## config.mk

```make
export PLATFORM = sky130hd
export DESIGN_NAME = dmem_arbiter_flat
export DESIGN_NICKNAME = d
export VERILOG_FILES = /design/src/rtl/dmem_arb_pkg.sv /design/src/rtl/dmem_arbiter_if.sv /design/src/rtl/dmem_arb_pick.sv /design/src/rtl/dmem_arbiter.sv /design/src/flat_wrapper.sv
export SDC_FILE = /design/constraint.sdc
export NUM_CORES = 1
export LEC_CHECK = 0
export ABC_AREA = 1
export CAP_MARGIN = 30
export CORE_MARGIN = 3
export CORE_UTILIZATION = 35
export DETAILED_ROUTE_END_ITERATION = 8
export PLACE_DENSITY = 0.85
export SLEW_MARGIN = 20
export SYNTH_ARGS = -nofsm -noshare
export SYNTH_HDL_FRONTEND = slang
export SYNTH_SLANG_ARGS = --single-unit
```

## constraint.sdc

```tcl
create_clock -name clk -period 1.3 [get_ports clk]
set_input_delay 0.195 -clock clk [delete_from_list [all_inputs] [get_ports clk]]
set_output_delay 0.195 -clock clk [all_outputs]
set_load 0.005 [all_outputs]
```

## src/rtl/dmem_arb_pkg.sv

```systemverilog
// Shared types and sizes for the two-port data-memory arbiter.
package dmem_arb_pkg;
  localparam int ADDR_W = 5;
  localparam int DATA_W = 32;

  typedef enum logic [1:0] {IDLE, GRANT, DONE} arb_state_t;
endpackage

```

## src/rtl/dmem_arbiter_if.sv

```systemverilog
// Requester-side (m0/m1) and memory-side pins of the data-memory arbiter.
interface dmem_arbiter_if;
  import dmem_arb_pkg::*;

  logic              m0_req;
  logic              m0_we;
  logic [ADDR_W-1:0] m0_a;
  logic [DATA_W-1:0] m0_wd;
  logic              m0_ack;
  logic [DATA_W-1:0] m0_rd;

  logic              m1_req;
  logic              m1_we;
  logic [ADDR_W-1:0] m1_a;
  logic [DATA_W-1:0] m1_wd;
  logic              m1_ack;
  logic [DATA_W-1:0] m1_rd;

  logic              mem_we;
  logic [ADDR_W-1:0] mem_a;
  logic [DATA_W-1:0] mem_wd;
  logic [DATA_W-1:0] mem_rd;

  modport slave (
    input  m0_req, m0_we, m0_a, m0_wd,
    output m0_ack, m0_rd,
    input  m1_req, m1_we, m1_a, m1_wd,
    output m1_ack, m1_rd,
    output mem_we, mem_a, mem_wd,
    input  mem_rd
  );

  modport master (
    output m0_req, m0_we, m0_a, m0_wd,
    input  m0_ack, m0_rd,
    output m1_req, m1_we, m1_a, m1_wd,
    input  m1_ack, m1_rd,
    input  mem_we, mem_a, mem_wd,
    output mem_rd
  );
endinterface

```

## src/rtl/dmem_arb_pick.sv

```systemverilog
// Two-way request picker; DMEM_ARB_FIXED_PRIO_EN selects fixed priority
// (port 0 wins ties) instead of round-robin against `last`.
module dmem_arb_pick (
  input  logic       req0,
  input  logic       req1,
  input  logic       last,
  input  logic [1:0] exclude,
  output logic       gnt,
  output logic       any
);
  logic r0;
  logic r1;

  always_comb begin
    r0  = req0 & ~exclude[0];
    r1  = req1 & ~exclude[1];
    any = r0 | r1;
`ifdef DMEM_ARB_FIXED_PRIO_EN
    gnt = ~r0 & r1;
`else
    // On a tie the port that was not served last goes next.
    gnt = (r0 & r1) ? ~last : r1;
`endif
  end
endmodule

```

## src/rtl/dmem_arbiter.sv

```systemverilog
// Round-robin arbiter sharing a single-port 32x32 data memory between two
// requesters; build with DMEM_ARB_FIXED_PRIO_EN for fixed port-0 priority.
module dmem_arbiter
  import dmem_arb_pkg::*;
(
  input  logic           clk,
  input  logic           reset,
  dmem_arbiter_if.slave  bus
);
  arb_state_t        state;
  arb_state_t        state_n;
  logic              gnt;
  logic              gnt_n;
  logic              last;
  logic              last_n;
  logic              pick_gnt;
  logic              pick_any;
  logic [1:0]        exclude;
  logic              in_grant;

  logic              sel_we;
  logic [ADDR_W-1:0] sel_a;
  logic [DATA_W-1:0] sel_wd;

  logic              ack0_p1;
  logic              ack1_p1;
  logic [DATA_W-1:0] rd0_p1;
  logic [DATA_W-1:0] rd1_p1;

  // The port just served still holds req during its ack cycle, so mask it.
  assign exclude  = (state == DONE) ? (gnt ? 2'b10 : 2'b01) : 2'b00;
  assign in_grant = (state == GRANT);

  dmem_arb_pick u_pick (
    .req0    (bus.m0_req),
    .req1    (bus.m1_req),
    .last    (last),
    .exclude (exclude),
    .gnt     (pick_gnt),
    .any     (pick_any)
  );

  always_comb begin
    state_n = state;
    gnt_n   = gnt;
    last_n  = last;
    case (state)
      IDLE: begin
        if (pick_any) begin
          state_n = GRANT;
          gnt_n   = pick_gnt;
          last_n  = pick_gnt;
        end
      end
      GRANT: state_n = DONE;
      DONE: begin
        if (pick_any) begin
          state_n = GRANT;
          gnt_n   = pick_gnt;
          last_n  = pick_gnt;
        end else begin
          state_n = IDLE;
        end
      end
      default: state_n = IDLE;
    endcase
  end

  always_comb begin
    sel_we = gnt ? bus.m1_we : bus.m0_we;
    sel_a  = gnt ? bus.m1_a  : bus.m0_a;
    sel_wd = gnt ? bus.m1_wd : bus.m0_wd;
  end

  assign bus.mem_we = in_grant & sel_we & ~reset;
  assign bus.mem_a  = in_grant ? sel_a  : '0;
  assign bus.mem_wd = in_grant ? sel_wd : '0;

  // GRANT -> DONE boundary: capture read data and raise the served port's ack.
  always_ff @(posedge clk) begin
    if (reset) begin
      state   <= IDLE;
      gnt     <= 1'b0;
      last    <= 1'b1;
      ack0_p1 <= 1'b0;
      ack1_p1 <= 1'b0;
      rd0_p1  <= '0;
      rd1_p1  <= '0;
    end else begin
      state   <= state_n;
      gnt     <= gnt_n;
      last    <= last_n;
      ack0_p1 <= in_grant & ~gnt;
      ack1_p1 <= in_grant & gnt;
      if (in_grant && !gnt) rd0_p1 <= bus.mem_rd;
      if (in_grant && gnt)  rd1_p1 <= bus.mem_rd;
    end
  end

  assign bus.m0_ack = ack0_p1;
  assign bus.m1_ack = ack1_p1;
  assign bus.m0_rd  = rd0_p1;
  assign bus.m1_rd  = rd1_p1;
endmodule
```

## src/flat_wrapper.sv

```systemverilog
// flat-port wrapper written by rule: the top's interface ports become plain ports
module dmem_arbiter_flat import dmem_arb_pkg::*;
  (clk, reset, bus_m0_req, bus_m0_we, bus_m0_a, bus_m0_wd, bus_m0_ack, bus_m0_rd, bus_m1_req, bus_m1_we, bus_m1_a, bus_m1_wd, bus_m1_ack, bus_m1_rd, bus_mem_we, bus_mem_a, bus_mem_wd, bus_mem_rd);
  dmem_arbiter_if bus_i ();
  input  logic clk;
  input  logic reset;
  input wire logic [$bits(bus_i.m0_req)-1:0] bus_m0_req;
  input wire logic [$bits(bus_i.m0_we)-1:0] bus_m0_we;
  input wire logic [$bits(bus_i.m0_a)-1:0] bus_m0_a;
  input wire logic [$bits(bus_i.m0_wd)-1:0] bus_m0_wd;
  output wire logic [$bits(bus_i.m0_ack)-1:0] bus_m0_ack;
  output wire logic [$bits(bus_i.m0_rd)-1:0] bus_m0_rd;
  input wire logic [$bits(bus_i.m1_req)-1:0] bus_m1_req;
  input wire logic [$bits(bus_i.m1_we)-1:0] bus_m1_we;
  input wire logic [$bits(bus_i.m1_a)-1:0] bus_m1_a;
  input wire logic [$bits(bus_i.m1_wd)-1:0] bus_m1_wd;
  output wire logic [$bits(bus_i.m1_ack)-1:0] bus_m1_ack;
  output wire logic [$bits(bus_i.m1_rd)-1:0] bus_m1_rd;
  output wire logic [$bits(bus_i.mem_we)-1:0] bus_mem_we;
  output wire logic [$bits(bus_i.mem_a)-1:0] bus_mem_a;
  output wire logic [$bits(bus_i.mem_wd)-1:0] bus_mem_wd;
  input wire logic [$bits(bus_i.mem_rd)-1:0] bus_mem_rd;
  assign bus_i.m0_req = bus_m0_req;
  assign bus_i.m0_we = bus_m0_we;
  assign bus_i.m0_a = bus_m0_a;
  assign bus_i.m0_wd = bus_m0_wd;
  assign bus_m0_ack = bus_i.m0_ack;
  assign bus_m0_rd = bus_i.m0_rd;
  assign bus_i.m1_req = bus_m1_req;
  assign bus_i.m1_we = bus_m1_we;
  assign bus_i.m1_a = bus_m1_a;
  assign bus_i.m1_wd = bus_m1_wd;
  assign bus_m1_ack = bus_i.m1_ack;
  assign bus_m1_rd = bus_i.m1_rd;
  assign bus_mem_we = bus_i.mem_we;
  assign bus_mem_a = bus_i.mem_a;
  assign bus_mem_wd = bus_i.mem_wd;
  assign bus_i.mem_rd = bus_mem_rd;
  dmem_arbiter u_core (.clk(clk), .reset(reset), .bus(bus_i));
endmodule
```

==> summary.md, run 1 <==
The run gives 0 as the number of buffers inserted for hold repair after clock tree synthesis. The floorplan step defined a die boundary enclosing 10010 um^2. Summed over all nets, the half-perimeter wirelength after detailed placement is 9116 um. The share of synthesized flip-flops with an asynchronous set or reset came out at 0. TritonCTS built the clock tree.

The number of pins with negative max-slew slack in the final report came out at 0. The synthesized netlist occupies a cell area of 3097 um^2. Data on the critical path is required at its endpoint by 1.11 ns. By area, the combinational part of the netlist is dominated by simple AND/OR/NAND/NOR gates.

The worst hold margin is 0.1153 ns, and the timing-limited maximum frequency is 624.2 MHz. The post-synthesis to final-layout area growth is 93.29%. Counting flops with a built-in enable in the synthesized netlist gives 0. The number of DRC markers in iteration 0 came out at 171. A synthesized cell averages 7.086 um^2. The top cell types in the final layout, fill and taps aside, are sky130_fd_sc_hd__nand2_1 (132), sky130_fd_sc_hd__clkdlybuf4s50_1 (110), sky130_fd_sc_hd__a21oi_1 (78), sky130_fd_sc_hd__dlygate4sd2_1 (66), sky130_fd_sc_hd__nand3_1 (63).

For the pin with the worst max-slew slack, the measured transition is 0.7057 ns. The fraction of layout instances using a drive strength above 1 was 0.2368; the global route total overflow was 0. The starting utilization of the core area was 0.3676; the count of buffers from port buffering was 215. The logs give 0.8208 for the final weighted congestion of routability-driven global placement and 0.01070 ns for the worst clock skew.

The max-cap check violation count is 0. Measured along the y axis, the die boundary spans 100.1 um. For this block, the routed nets add up to 13540 um of wire. The flip-flop cell with the highest count after synthesis is sky130_fd_sc_hd__dfxtp_1.

The CTS buffer count was 9; the maximum fanout along the worst path was 15. Via count of the first global-routing pass: 4172. The number of placed instances, taps included, is 735. The worst path setup slack after routing is -0.3020 ns, and the TritonCTS sink count is 70.

The checks that failed: setup timing. 0 antenna diodes ended up in the layout. Setup repair after global routing could not meet its margin everywhere. The simple-gate area share of the yosys netlist was 0.2994.

Clock slew seen by the registers of the worst setup and hold paths: 0.07 ns. The area of the core region came out at 8423 um^2. The number of nets with antenna violations after routing came out at 0.

After detailed routing, the average wire length per cell comes to 17.63 um. The maximum ir drop on the vdd rail is 687.3 uV. After synthesis, the cell types taking the most area are sky130_fd_sc_hd__dfxtp_1 (45%), sky130_fd_sc_hd__nand2_1 (17%), sky130_fd_sc_hd__a21oi_1 (17%), sky130_fd_sc_hd__nand3_1 (11%), sky130_fd_sc_hd__buf_2 (3.2%).

Post-synthesis sequential area ratio: 0.4525. The worst hold path belongs to the class in -> reg. Clock tree root driver cell: sky130_fd_sc_hd__clkbuf_8.

Excluding fillers, the count of instances in the completed layout stands at 768. The tools report the global-route usage over all layers as 0.2564. The x dimension of the die is 100.1 um. The tools report the endpoint kind of the worst setup timing path as an output port. The top cell type by total area after synthesis was sky130_fd_sc_hd__dfxtp_1. The fraction of synthesized cell area in xor and xnor cells is 0, and the compound-cell area share of the yosys netlist is 0.1665. The class of the most critical setup path was reg -> out. The run gives -9.732 ns as the setup TNS.

During synthesis, Yosys emitted a total of 0 warnings. STA classifies the critical path startpoint as a flip-flop. The logs give 16 for the count of cell types in the netlist and 4032 for the total number of vias.

The longest clock path from root to sink contains 2 buffers. Counting every net in the synthesized netlist gives 549. The gate count of the mapped netlist came out at 437. The total count of hold-check failures in the final report was 0. Power density over the cells: 968.5 nW/um^2.

Count of unresolved DRC violations after routing: 0. The post-synthesis share of cell area spent on full adders, half adders and majority gates is 0. The critical path arrival is 1.41 ns, and the mux cell area share after synthesis is 0. The area share of the largest cell type after synthesis is 0.4525. The initial antenna violation count was 0.

Setup violations remaining at the end of the flow were counted as 59. The average vias per placed instance came out at 5.250. The worst setup slack before clock tree synthesis is -0.4849 ns. The first detailed-routing pass ran for 5 iterations. During I/O placement, the number of pins put on the boundary was 216.

After synthesis the netlist holds a flip-flop and latch count of 70. The logs give 0.33 ns for the insertion delay of the later-clocked pin in the worst-skew pair and 33 for the number of core rows. The relative max-transition margin is 0.5295. At the end of the flow, the number of nets in the layout was 771. The H-tree generated during clock tree synthesis spans 3 levels. Leaving out fill and tap cells, the most frequent cell in the layout is sky130_fd_sc_hd__nand2_1.

The final critical-path share of the clock period came out at 1.232. In this run the static leakage power is 2.621 nW. For the finished layout, the period the worst path requires is 1.602 ns. The multi-input combinational cells in the finished layout cover a total of 1717 um^2.

The layout has 657 filler cells. The run gives 20240 um as the first-pass GRT wire length. The logs give 1423 um^2 for the area occupied by registers and 69 for the pin count of the biggest net entering global routing. The run finished, with violations left.
-- worst max-delay path, cell delays in order (launching register included) --
cell and delay [ns]:
sky130_fd_sc_hd__dfxtp_2 0.33, sky130_fd_sc_hd__inv_2 0.05, sky130_fd_sc_hd__nor2_4 0.12, sky130_fd_sc_hd__inv_2 0.10, sky130_fd_sc_hd__buf_12 0.17, sky130_fd_sc_hd__a21oi_2 0.10
sky130_fd_sc_hd__clkdlybuf4s15_2 0.21
-- registers in the layout, summed over array words and instances (netlist names) --
signal	cells
u_core.bus.m0_rd	32
u_core.bus.m1_rd	32
u_core.state	2
u_core.bus.m0_ack	1
u_core.bus.m1_ack	1
u_core.gnt	1
u_core.last	1
-- report_power, final --
part	total [W]	switching (W)	internal, W
logic	0.00161	0.000747	0.000867
clock network	0.00188	0.000809	0.00107
registers	0.00230	0.0000590	0.00225
-- layer usage --
layer | GRT usage | vias to the layer above | routed length [um]
met4 | 0.1233 | 0 | 389
li1 | - | 1901 | -
met1 | 0.2566 | 1876 | 4509
met3 | 0.07853 | 32 | 1257
met2 | 0.4792 | 223 | 7385
met5 | 0 | - | 0
-- synthesized netlist by cell type, types with 2 or more instances --
master / n
sky130_fd_sc_hd__nand2_1: 144
sky130_fd_sc_hd__a21oi_1: 103
sky130_fd_sc_hd__dfxtp_1: 70
sky130_fd_sc_hd__nand3_1: 70
sky130_fd_sc_hd__buf_2: 20
sky130_fd_sc_hd__clkbuf_1: 10
sky130_fd_sc_hd__buf_6: 7
sky130_fd_sc_hd__nor2_1: 3
sky130_fd_sc_hd__buf_4: 2
sky130_fd_sc_hd__inv_2: 2
-- final cells by class --
class                           count  area share
Sequential cell                    70      0.2377
Inverter                            4    0.003763
Clock buffer                        9     0.02069
Clock inverter                      6     0.01442
Multi-Input combinational cell    323      0.2868
Timing Repair Buffer              251      0.4147
Tap cell                          105     0.02195
-- stage by stage --
step | utilization | area, um^2 | power, W
6_report | 0.7106 | 5986 | 0.005797
5_1_grt | 0.7106 | 5986 | 0.006051
4_1_cts | 0.6794 | 5723 | 0.005699
3_5_place_dp | 0.6324 | 5326 | 0.003712
3_3_place_gp | 0.6324 | 5326 | 0.003674
2_1_floorplan | - | 3097 | 0.002867
-- final timing paths --
path,startpoint,endpoint,slack (ns),depth (start not counted)
max,u_core.state[0]$_SDFFE_PP0P_,bus_mem_wd[11],-0.30,6
min,reset,u_core.bus.m1_ack$_SDFF_PP0_,0.12,2
max reg2reg,u_core.state[0]$_SDFFE_PP0P_,u_core.bus.m1_rd[8]$_SDFFE_PP0P_,-0.05,7
min reg2reg,u_core.bus.m0_rd[22]$_SDFFE_PP0P_,u_core.bus.m0_rd[22]$_SDFFE_PP0P_,0.46,2
-- logic make-up (layout without fill, tap and decap cells) --
group	after synthesis	after routing
compound gates	103	103
buf+inv	44	270
flops	70	70
simple gates	220	220
-- timing repair --
action                                 in CTS  in global routing
setup buffers                              10                  4
endpoints found under the hold margin       0                  0
pin swaps                                   7                 12
cloned                                      5                  3
gates resized for setup                   277                 44
setup endpoints to repair                 112                105
(Power assumes the default switching activity.)
==> run 2, diff against run 1 <==
- CTS_CLUSTER_DIAMETER: unset -> 50
==> results of run 2 <==
No change in the layout: final DEF, timing and power equal those of run 1.
==> run 3, diff against run 2 <==
- ABC_AREA: 1 -> unset
- CORE_UTILIZATION: 35 -> 34
- PLACE_DENSITY: 0.85 -> 0.86
- REMOVE_ABC_BUFFERS: unset -> 1
- SLEW_MARGIN: 20 -> unset
==> summary.md, run 3 <==
The average routed wire per standard cell works out to 20.19 um (+15%). The clock tree root driver cell was sky130_fd_sc_hd__clkbuf_8. The number of pins with negative max-slew slack in the final report is 0 (unchanged).

Maximum clock insertion buffer count: 2 (unchanged). The number of storage elements in the synthesis netlist works out to 70 (unchanged). The worst setup path is captured at an output port. The detailed-placement wirelength estimate was 8023 um (-12%). The die height works out to 97.58 um (-2.5%). The biggest cell delay along the critical path was 0.36 ns (+0.03 ns). The number of nets with antenna violations after routing is 0 (unchanged).

Walking the worst path, the cells encountered are buf_12 -> nor3b_4 -> buf_6 -> buf_12 -> buf_16 -> buf_6 -> a22o_1 -> buf_2. The total number of vias is 3738 (-7.3%). Class of the most critical setup path: reg -> out. For the count of cell types in the netlist, the log shows 24 (+8). Most frequent standard cell in the layout excluding fill and tap cells: sky130_fd_sc_hd__clkdlybuf4s50_1. The tools report the worst path setup slack after routing as -0.6224 ns (-0.3204 ns). The logs give 0 (unchanged) for the max-cap check violation count and 1.11 ns (about the same) for the required time reported for the critical path endpoint. The average vias per placed instance was 5.206 (-0.84%); the count of yosys warnings during synthesis was 0 (unchanged).

In the post-synthesis netlist, the cell with the most instances is sky130_fd_sc_hd__nand2_1. The tools report the worst hold margin as 0.3556 ns (+0.2404 ns). The final routed wirelength across all metal layers was 14500 um (+7.1%); the TritonCTS sink count was 70 (unchanged). The tools report the number of diodes as 0 (unchanged). Insertion delay of the later-clocked pin in the worst-skew pair: 0.34 ns (about the same).

The post-layout net count is 723 (-6.2%), and the share of synthesized flip-flops with an asynchronous set or reset is 0 (unchanged). TritonCTS built the clock tree. The library cells used most frequently in the layout, excluding fill and tap cells, are sky130_fd_sc_hd__clkdlybuf4s50_1 (110), sky130_fd_sc_hd__dlygate4sd2_1 (66), sky130_fd_sc_hd__a21oi_2 (63), sky130_fd_sc_hd__nand2_4 (62), sky130_fd_sc_hd__nand2_1 (61).

The clock slew seen by the registers of the worst setup and hold paths is 0.07 ns (about the same). Setup repair after global routing could not meet its margin everywhere. The area share of the largest cell type after synthesis came out at 0.4914 (+0.03892). The mean area per synthesized cell was 8.032 um^2 (+13%); the global route total overflow was 0 (unchanged).

The area of the core region is 7928 um^2 (-5.9%), and the count of buffers from port buffering is 215 (unchanged). The run gives 1.73 ns (+0.32 ns) as the critical path arrival. The final critical-path share of the clock period came out at 1.479 (+0.2465).

The launching element type of the critical path is a flip-flop. The CTS H-tree depth was 3 (unchanged); the fraction of layout instances using a drive strength above 1 was 0.4513 (+0.2145). The run gives 3775 (-9.5%) as the via count of the first global-routing pass.

The starting utilization of the core area came out at 0.3597 (-0.007956). Standard cell with the maximum stage delay on the critical path: sky130_fd_sc_hd__dfxtp_4. The netlist area before placement is 2851 um^2 (-7.9%), and the CTS buffer count is 9 (unchanged). Summed over all instances, the cell type with the most area after synthesis is sky130_fd_sc_hd__dfxtp_1. The number of DRC markers in iteration 0 is 126 (-26%), and the total count of hold-check failures in the final report is 0 (unchanged). The tools report the sum of internal, switching and leakage power as 0.005583 W (-3.7%). By area the synthesized netlist is led by sky130_fd_sc_hd__dfxtp_1 (49%), sky130_fd_sc_hd__nand2_1 (17%), sky130_fd_sc_hd__a22o_1 (11%), sky130_fd_sc_hd__a21oi_1 (11%), sky130_fd_sc_hd__buf_2 (2.6%).

The run gives 9522 um^2 (-4.9%) as the die area. The count of endpoints failing setup in the final report came out at 105 (+78%). The run finished, with violations left. The pin count of the biggest net entering global routing is 68 (-1.4%), and the power density over the cells is 855.2 nW/um^2 (-12%). The checks that failed: setup timing.

The run gives -41.13 ns (-31.40 ns) as the setup TNS. The layout filler cell count was 474 (-28%). For the count of unresolved DRC violations after routing, the log shows 0 (unchanged). Global-route usage over all layers: 0.2554 (-0.001051). Ranked by instance count, the synthesized netlist is headed by sky130_fd_sc_hd__nand2_1 (129), sky130_fd_sc_hd__dfxtp_1 (70), sky130_fd_sc_hd__a21oi_1 (64). The count of TritonRoute iterations in the first routing pass was 4 (-1); the first-pass GRT wire length was 19550 um (-3.4%). The initial antenna violation count was 0 (unchanged). The worst clock skew came out at 0.007177 ns (-0.003522 ns). Class of the most critical hold timing path: in -> reg. The number of core rows is 32 (-3.0%), and the maximum ir drop on the vdd rail is 898.6 uV (+31%).

For the gate count of the mapped netlist, the log shows 355 (-19%). The I/O pin total is 216 (unchanged), and the leakage power is 2.846 nW (+8.6%). The number of enable-type register cells in the synthesized netlist is 0 (unchanged). The run gives 0.4914 (+0.03892) as the post-synthesis sequential area ratio. Flip-flop cell with the highest count after synthesis: sky130_fd_sc_hd__dfxtp_1. The number of buffers inserted for hold repair after clock tree synthesis is 0 (unchanged), and the final weighted congestion of routability-driven global placement is 0.9176 (+12%).

The relative max-transition margin is 0.2833 (-0.2462). The maximum fanout along the worst path came out at 6 (-9). The x dimension of the die works out to 97.58 um (-2.5%). For the timing-limited maximum frequency, the log shows 520.2 MHz (-17%). Relative to the synthesized area, the layout overhead comes to 129.0%. The final critical path time including I/O delays and setup works out to 1.922 ns (+0.3204 ns). The transition time of the tightest slew-check pin came out at 1.075 ns (+0.3694 ns).
[run 3: cell types whose count changed in the layout (fill, tap and decap cells not counted), moves of 8 or more]
| cell | previous run | this run |
|---|---|---|
| sky130_fd_sc_hd__a21oi_1 | 78 | 1 |
| sky130_fd_sc_hd__a21oi_2 | 20 | 63 |
| sky130_fd_sc_hd__a22o_1 | 0 | 37 |
| sky130_fd_sc_hd__buf_6 | 4 | 17 |
| sky130_fd_sc_hd__dfxtp_1 | 55 | 46 |
| sky130_fd_sc_hd__dfxtp_2 | 14 | 22 |
| sky130_fd_sc_hd__nand2_1 | 132 | 61 |
| sky130_fd_sc_hd__nand2_4 | 8 | 62 |
| sky130_fd_sc_hd__nand3_1 | 63 | 0 |
[run 3: where the power goes]
part | internal, W | switching (W)
combinational | 0.000984 | 0.000691
sequential | 0.00225 | 0.0000962
clock | 0.000733 | 0.000830
[run 3: worst paths after layout]
path                            slack (ns)                              from                           endpoint  depth (start not counted)
worst max-delay path                 -0.62      u_core.state[1]$_SDFFE_PP0P_                     bus_mem_wd[15]                          8
worst min-delay path                  0.36                             reset       u_core.state[1]$_SDFFE_PP0P_                          5
worst max register to register       -0.48      u_core.state[1]$_SDFFE_PP0P_  u_core.bus.m0_rd[27]$_SDFFE_PP0P_                          8
worst min register to register        0.46  u_core.bus.m0_rd[3]$_SDFFE_PP0P_   u_core.bus.m0_rd[3]$_SDFFE_PP0P_                          2
[run 3: area by class of cell]
type,count,area (um^2),area share
Timing Repair Buffer,276,2769,0.4241
Multi-Input combinational cell,251,2009,0.3078
Sequential cell,70,1436,0.2200
Clock buffer,10,137.6,0.02108
Tap cell,102,127.6,0.01955
Clock inverter,6,37.54,0.005749
Inverter,3,11.26,0.001725
[run 3: metrics by stage]
| step | area (um^2) | instances | worst slack, ns | utilization |
|---|---|---|---|---|
| 5_1_grt | 6529 | 718 | -0.6842 | 0.8235 |
| 4_1_cts | 5954 | 714 | -0.5927 | 0.7511 |
| 2_1_floorplan | 2694 | 324 | -0.9775 | - |
| 3_3_place_gp | 5142 | 659 | -0.5267 | 0.6487 |
| 3_5_place_dp | 5142 | 659 | -0.5571 | 0.6487 |
| 6_report | 6529 | 718 | -0.6224 | 0.8235 |
[run 3: metal layers]
metal	track usage	part of all wire	vias to the layer above
li1	-	-	1724
met1	0.2887	0.37	1821
met2	0.4671	0.55	159
met3	0.06604	0.060	34
met4	0.07774	0.019	0
met5	0	0	-
[run 3: cells by family after synthesis]
kind of cell	count (synthesis)	share of synthesized area
multiplexers	2	0.007021
AND/OR/NAND/NOR	144	0.2067
flip-flops	70	0.4914
AO/OA/AOI/OAI	105	0.2356
buffers and inverters	34	0.05924
[run 3: critical path: cells and delay by family (launching register included)]
kind | cells | cell delay (ns)
buffers and inverters | 6 | 0.68
flip-flops | 1 | 0.36
AND/OR/NAND/NOR | 1 | 0.20
AO/OA/AOI/OAI | 1 | 0.14
[run 3: repair_timing]
item	CTS	global route
cloned	9	3
setup buffers	31	9
resized for setup	346	157
pin swaps	69	76
endpoints found under the setup margin	143	103
